<file path="config.mk">
export PLATFORM = sky130hd
export DESIGN_NAME = reset_sequencer
export DESIGN_NICKNAME = d
export VERILOG_FILES = /design/src/rtl/reset_sequencer.sv
export SDC_FILE = /design/constraint.sdc
export NUM_CORES = 1
export LEC_CHECK = 0
export CAP_MARGIN = 20
export CORE_MARGIN = 10
export CORE_UTILIZATION = 50
export CTS_CLUSTER_SIZE = 25
export DETAILED_ROUTE_END_ITERATION = 12
export PLACE_DENSITY_LB_ADDON = 0.05
export REMOVE_ABC_BUFFERS = 1
export SYNTH_ARGS = -nofsm -noshare
export SYNTH_HDL_FRONTEND = slang
export SYNTH_SLANG_ARGS = --single-unit
</file>
<file path="constraint.sdc">
create_clock -name clk_100Mhz -period 2 [get_ports clk_100Mhz]
set_input_delay 0.6 -clock clk_100Mhz [delete_from_list [all_inputs] [get_ports clk_100Mhz]]
set_output_delay 0.6 -clock clk_100Mhz [all_outputs]
set_load 0.01 [all_outputs]
</file>
<file path="src/rtl/reset_sequencer.sv">
// reset_sequencer: orders mem/video reset release using PLL lock and SDRAM init status.
// Define RSTSEQ_TIMEOUT_EN to add the MEM_INIT timeout, FAULT backoff and retry counter.
module reset_sequencer #(
  parameter int SYNC_STAGES  = 2,
  parameter int LOCK_WAIT    = 1000,
  parameter int VIDEO_DELAY  = 256,
  parameter int INIT_TIMEOUT = 65535
) (
  input  logic       clk_100Mhz,
  input  logic       reset,
  input  logic       pll_locked,
  input  logic       sdram_init_done,
  output logic       mem_reset,
  output logic       video_reset,
  output logic       sys_ready,
  output logic       fault,
  output logic [3:0] retry_cnt
);
  localparam logic [2:0] WAIT_LOCK = 3'd0;
  localparam logic [2:0] STABLE    = 3'd1;
  localparam logic [2:0] MEM_INIT  = 3'd2;
  localparam logic [2:0] VIDEO_DLY = 3'd3;
  localparam logic [2:0] RUN       = 3'd4;
  localparam logic [2:0] FAULT     = 3'd5;
  localparam int MAX_A = LOCK_WAIT > VIDEO_DELAY ? LOCK_WAIT : VIDEO_DELAY;
  localparam int MAX_B = INIT_TIMEOUT > 16 ? INIT_TIMEOUT : 16;
  localparam int CW = $clog2((MAX_A > MAX_B ? MAX_A : MAX_B) + 1);
  localparam logic [CW-1:0] LW_END = CW'(LOCK_WAIT - 1);
  localparam logic [CW-1:0] VD_END = CW'(VIDEO_DELAY - 1);
  localparam logic [CW-1:0] FH_END = CW'(15);
`ifdef RSTSEQ_TIMEOUT_EN
  localparam logic [CW-1:0] IT_END = CW'(INIT_TIMEOUT - 1);
  logic to_hit;
`endif
  logic [SYNC_STAGES-1:0] lk_sr, id_sr;
  logic [2:0] st, st_nx;
  logic [CW-1:0] cnt, cnt_nx;
  logic lk, id;
  assign lk = lk_sr[SYNC_STAGES-1];
  assign id = id_sr[SYNC_STAGES-1];
  always_comb begin
    st_nx = st;
    cnt_nx = cnt + 1'b1;
`ifdef RSTSEQ_TIMEOUT_EN
    to_hit = 1'b0;
`endif
    if (st != WAIT_LOCK && !lk) begin
      st_nx = WAIT_LOCK;
      cnt_nx = '0;
    end else begin
      case (st)
        WAIT_LOCK: begin
          cnt_nx = '0;
          st_nx = lk ? STABLE : WAIT_LOCK;
        end
        STABLE:
          if (cnt == LW_END) begin
            st_nx = MEM_INIT;
            cnt_nx = '0;
          end
        MEM_INIT:
          if (id) begin
            st_nx = VIDEO_DLY;
            cnt_nx = '0;
          end
`ifdef RSTSEQ_TIMEOUT_EN
          else if (cnt == IT_END) begin
            st_nx = FAULT;
            cnt_nx = '0;
            to_hit = 1'b1;
          end
`endif
        VIDEO_DLY:
          if (cnt == VD_END) st_nx = RUN;
        RUN:
          cnt_nx = cnt;
        FAULT:
          if (cnt == FH_END) begin
            st_nx = STABLE;
            cnt_nx = '0;
          end
        default: begin
          st_nx = WAIT_LOCK;
          cnt_nx = '0;
        end
      endcase
    end
  end
  // Outputs decode the next state so they move on the same edge as the state.
  always_ff @(posedge clk_100Mhz) begin
    if (reset) begin
      lk_sr <= '0;
      id_sr <= '0;
      st <= WAIT_LOCK;
      cnt <= '0;
      mem_reset <= 1'b1;
      video_reset <= 1'b1;
      sys_ready <= 1'b0;
    end else begin
      lk_sr <= {lk_sr[SYNC_STAGES-2:0], pll_locked};
      id_sr <= {id_sr[SYNC_STAGES-2:0], sdram_init_done};
      st <= st_nx;
      cnt <= cnt_nx;
      mem_reset <= st_nx == WAIT_LOCK || st_nx == STABLE || st_nx == FAULT;
      video_reset <= st_nx != RUN;
      sys_ready <= st_nx == RUN;
    end
  end
`ifdef RSTSEQ_TIMEOUT_EN
  always_ff @(posedge clk_100Mhz) begin
    if (reset) begin
      fault <= 1'b0;
      retry_cnt <= '0;
    end else if (to_hit) begin
      fault <= 1'b1;
      retry_cnt <= retry_cnt == 4'd15 ? retry_cnt : retry_cnt + 4'd1;
    end
  end
`else
  assign fault = 1'b0;
  assign retry_cnt = '0;
`endif
endmodule

</file>
==> reports/qor.csv <==
metric,value,unit
status,"finished, violations left",
failing checks,setup timing,
# nets final,210,
final wirelength,3264,µm
fmax,434.2,MHz
Worst-path clk slew,0.13,ns
top sig layer,met4,
Num CTS Buffers,3,
largest net degree at the start of global routing,15,
dpl cells,226,
H-tree depth,1,
placer congestion estimate,0.9093,
"commonest cells after routing, fill and taps aside","buf_4, dfxtp_1, nand2_1",
max-cap viol count,0,
leading area contributor after synthesis,dfxtp_1,
layout cells sized above 1,0.3578,
crit path max fanout,6,
first-pass iteration count of the detailed router,4,
syn avg cell area,8.416,µm²
r2r worst-path depth,6,
I/O Pins,12,
TritonCTS Sinks,26,
register area share after synthesis,0.3939,
CTS tree,yes,
"top cells by area, synth","dfxtp_1, nand2_1, nor2_1",
dpl ws,-0.2815,ns
asr flop ratio synth,0,
Hold Path Depth,1,
vias in the first global route,1295,
antenna cells,0,
crit path DAT,2.53,ns
Rows,18,
Pwr Density,465.1,nW/µm²
Detail Placement HPWL,2491,µm
WL met3,215,µm
DR WL met2,1431,µm
initial antenna violation count,0,
"FF+latch count, synth",26,
area of the core,2500,µm²
minimum clock period,2.303,ns
wl on met1,1581,µm
final hold violation count,0,
Final ANT Viol Nets,0,
final worst slack,-0.3032,ns
grt ovf,0,
leakage,0.0007248,µW
Area Growth Syn to Fin,38.73,%
headroom to the max-slew limit,0.5681,
setup violators final,20,
ys flop type,dfxtp_1,
crit share post-route,1.152,
Worst Setup Start Kind,register,
root buffer cell,clkbuf_4,
Mapped Area,1321,µm²
Post-synth EDFFs,0,
per-cell routed wire length,13.95,µm
Slew Limit Fails,0,
actual slew at the worst max-slew pin,0.6465,ns
hold bufs inserted after CTS,0,
Die Footprint,5099,µm²
Hold WS,0.4563,ns
Worst Skew,0.001614,ns
DR vias,1275,
Clock Tree Buf Depth,2,
DR DRC count,0,
RSZ-0062 raised after global routing,yes,
min-delay worst type,reg -> reg,
Setup crit end kind,register,
First DRT Iteration DRCs,83,
via/cell ratio,5.449,
peak supply drop,0.4200,mV
WP data required,2.22,ns
yosys warns,0,
GRT Util Overall,0.1316,
Initial Util,0.5285,
die height,71.41,µm
Layout Utilization,0.7332,
Cell variety after synth,43,
gate count after technology mapping,157,
Tot Pwr,852.6,µW
"commonest non-fill, non-tap cell in the layout",buf_4,
port bufs,6,
first-pass GRT wire length,5775,µm
post-route insts no fill,234,
Die Wd,71.41,µm
Yosys top cell area share,0.3939,
Setup Crit Path Kind,reg -> reg,
latest clock arrival within the worst-skew pair,0.32,ns
==> through the flow <==
step | setup TNS, ns | area, µm²
2_1_floorplan | -1.472 | 1269
3_3_place_gp | -2.979 | 1667
3_5_place_dp | -3.666 | 1667
4_1_cts | -4.128 | 1793
5_1_grt | -4.833 | 1833
6_report | -4.120 | 1833
==> critical path: stages, from the launching register on <==
cell and delay (ns):
dfxtp_2 0.34, or4_4 0.53, or4_4 0.57, o21bai_4 0.19
a21oi_4 0.11, buf_6 0.17, a221o_1 0.29
==> cells in the mapped netlist, drive strengths merged, types with 3 or more instances <==
library cell   n
or4            3
nor4           3
nor3           4
a211oi         3
buf            6
xnor2          4
dfxtp         26
or3            3
nand2         18
a21oi          5
nor2          13
nand3          8
and3           5
nor2b          6
inv            4
o21ai          8
clkbuf         5
==> timing repair <==
| item | 4_1_cts | 5_1_grt |
|---|---|---|
| resized for setup | 17 | 9 |
| pin swaps | 11 | 7 |
| buffers inserted | 4 | 0 |
| endpoints found under the setup margin | 20 | 22 |
==> path summary, 6_finish.rpt <==
kind / start / end / slack, ns
max: cnt[8] / cnt[9] / -0.30
min: lk_sr[0] / lk_sr[1] / 0.46
min reg2reg: lk_sr[0] / lk_sr[1] / 0.46
max reg2reg: cnt[8] / cnt[9] / -0.30
==> final cells by class <==
class	instances	area [µm²]
clock buffer	4	36.28
fill	203	666.9
inverter	4	15.01
multi-input combinational	120	819.5
sequential	26	523.0
tap	30	37.54
timing repair buffer	50	401.6
==> metal layers <==
| layer | up-vias | track usage |
|---|---|---|
| met2 | 33 | 0.2078 |
| li1 | 658 | - |
| met4 | 0 | 0.03871 |
| met5 | - | 0 |
| met3 | 5 | 0.03030 |
| met1 | 579 | 0.1729 |
==> flip-flops by register name (all words and copies together) (netlist names) <==
name	cells
id_sr	2
cnt	16
st	3
mem_reset	1
video_reset	1
lk_sr	2
sys_ready	1
==> kinds of logic after synthesis <==
group                      Yosys count  synth area share
adders and majority gates            1          0.009468
and+or+nand+nor                     75            0.3021
muxes                                2           0.01515
xor gates and xnor gates             4           0.02651
other                                1          0.002838
AOI/OAI and AO/OA                   33            0.1875
DFF                                 26            0.3939
buffers and inverters               15           0.06250
==> power by group <==
part           internal (µW)  switching [µW]
Clock                    111             152
Sequential               524            3.80
Combinational           29.4            32.1
Total                    665             188
No activity file was read; power rests on OpenSTA's default activity.
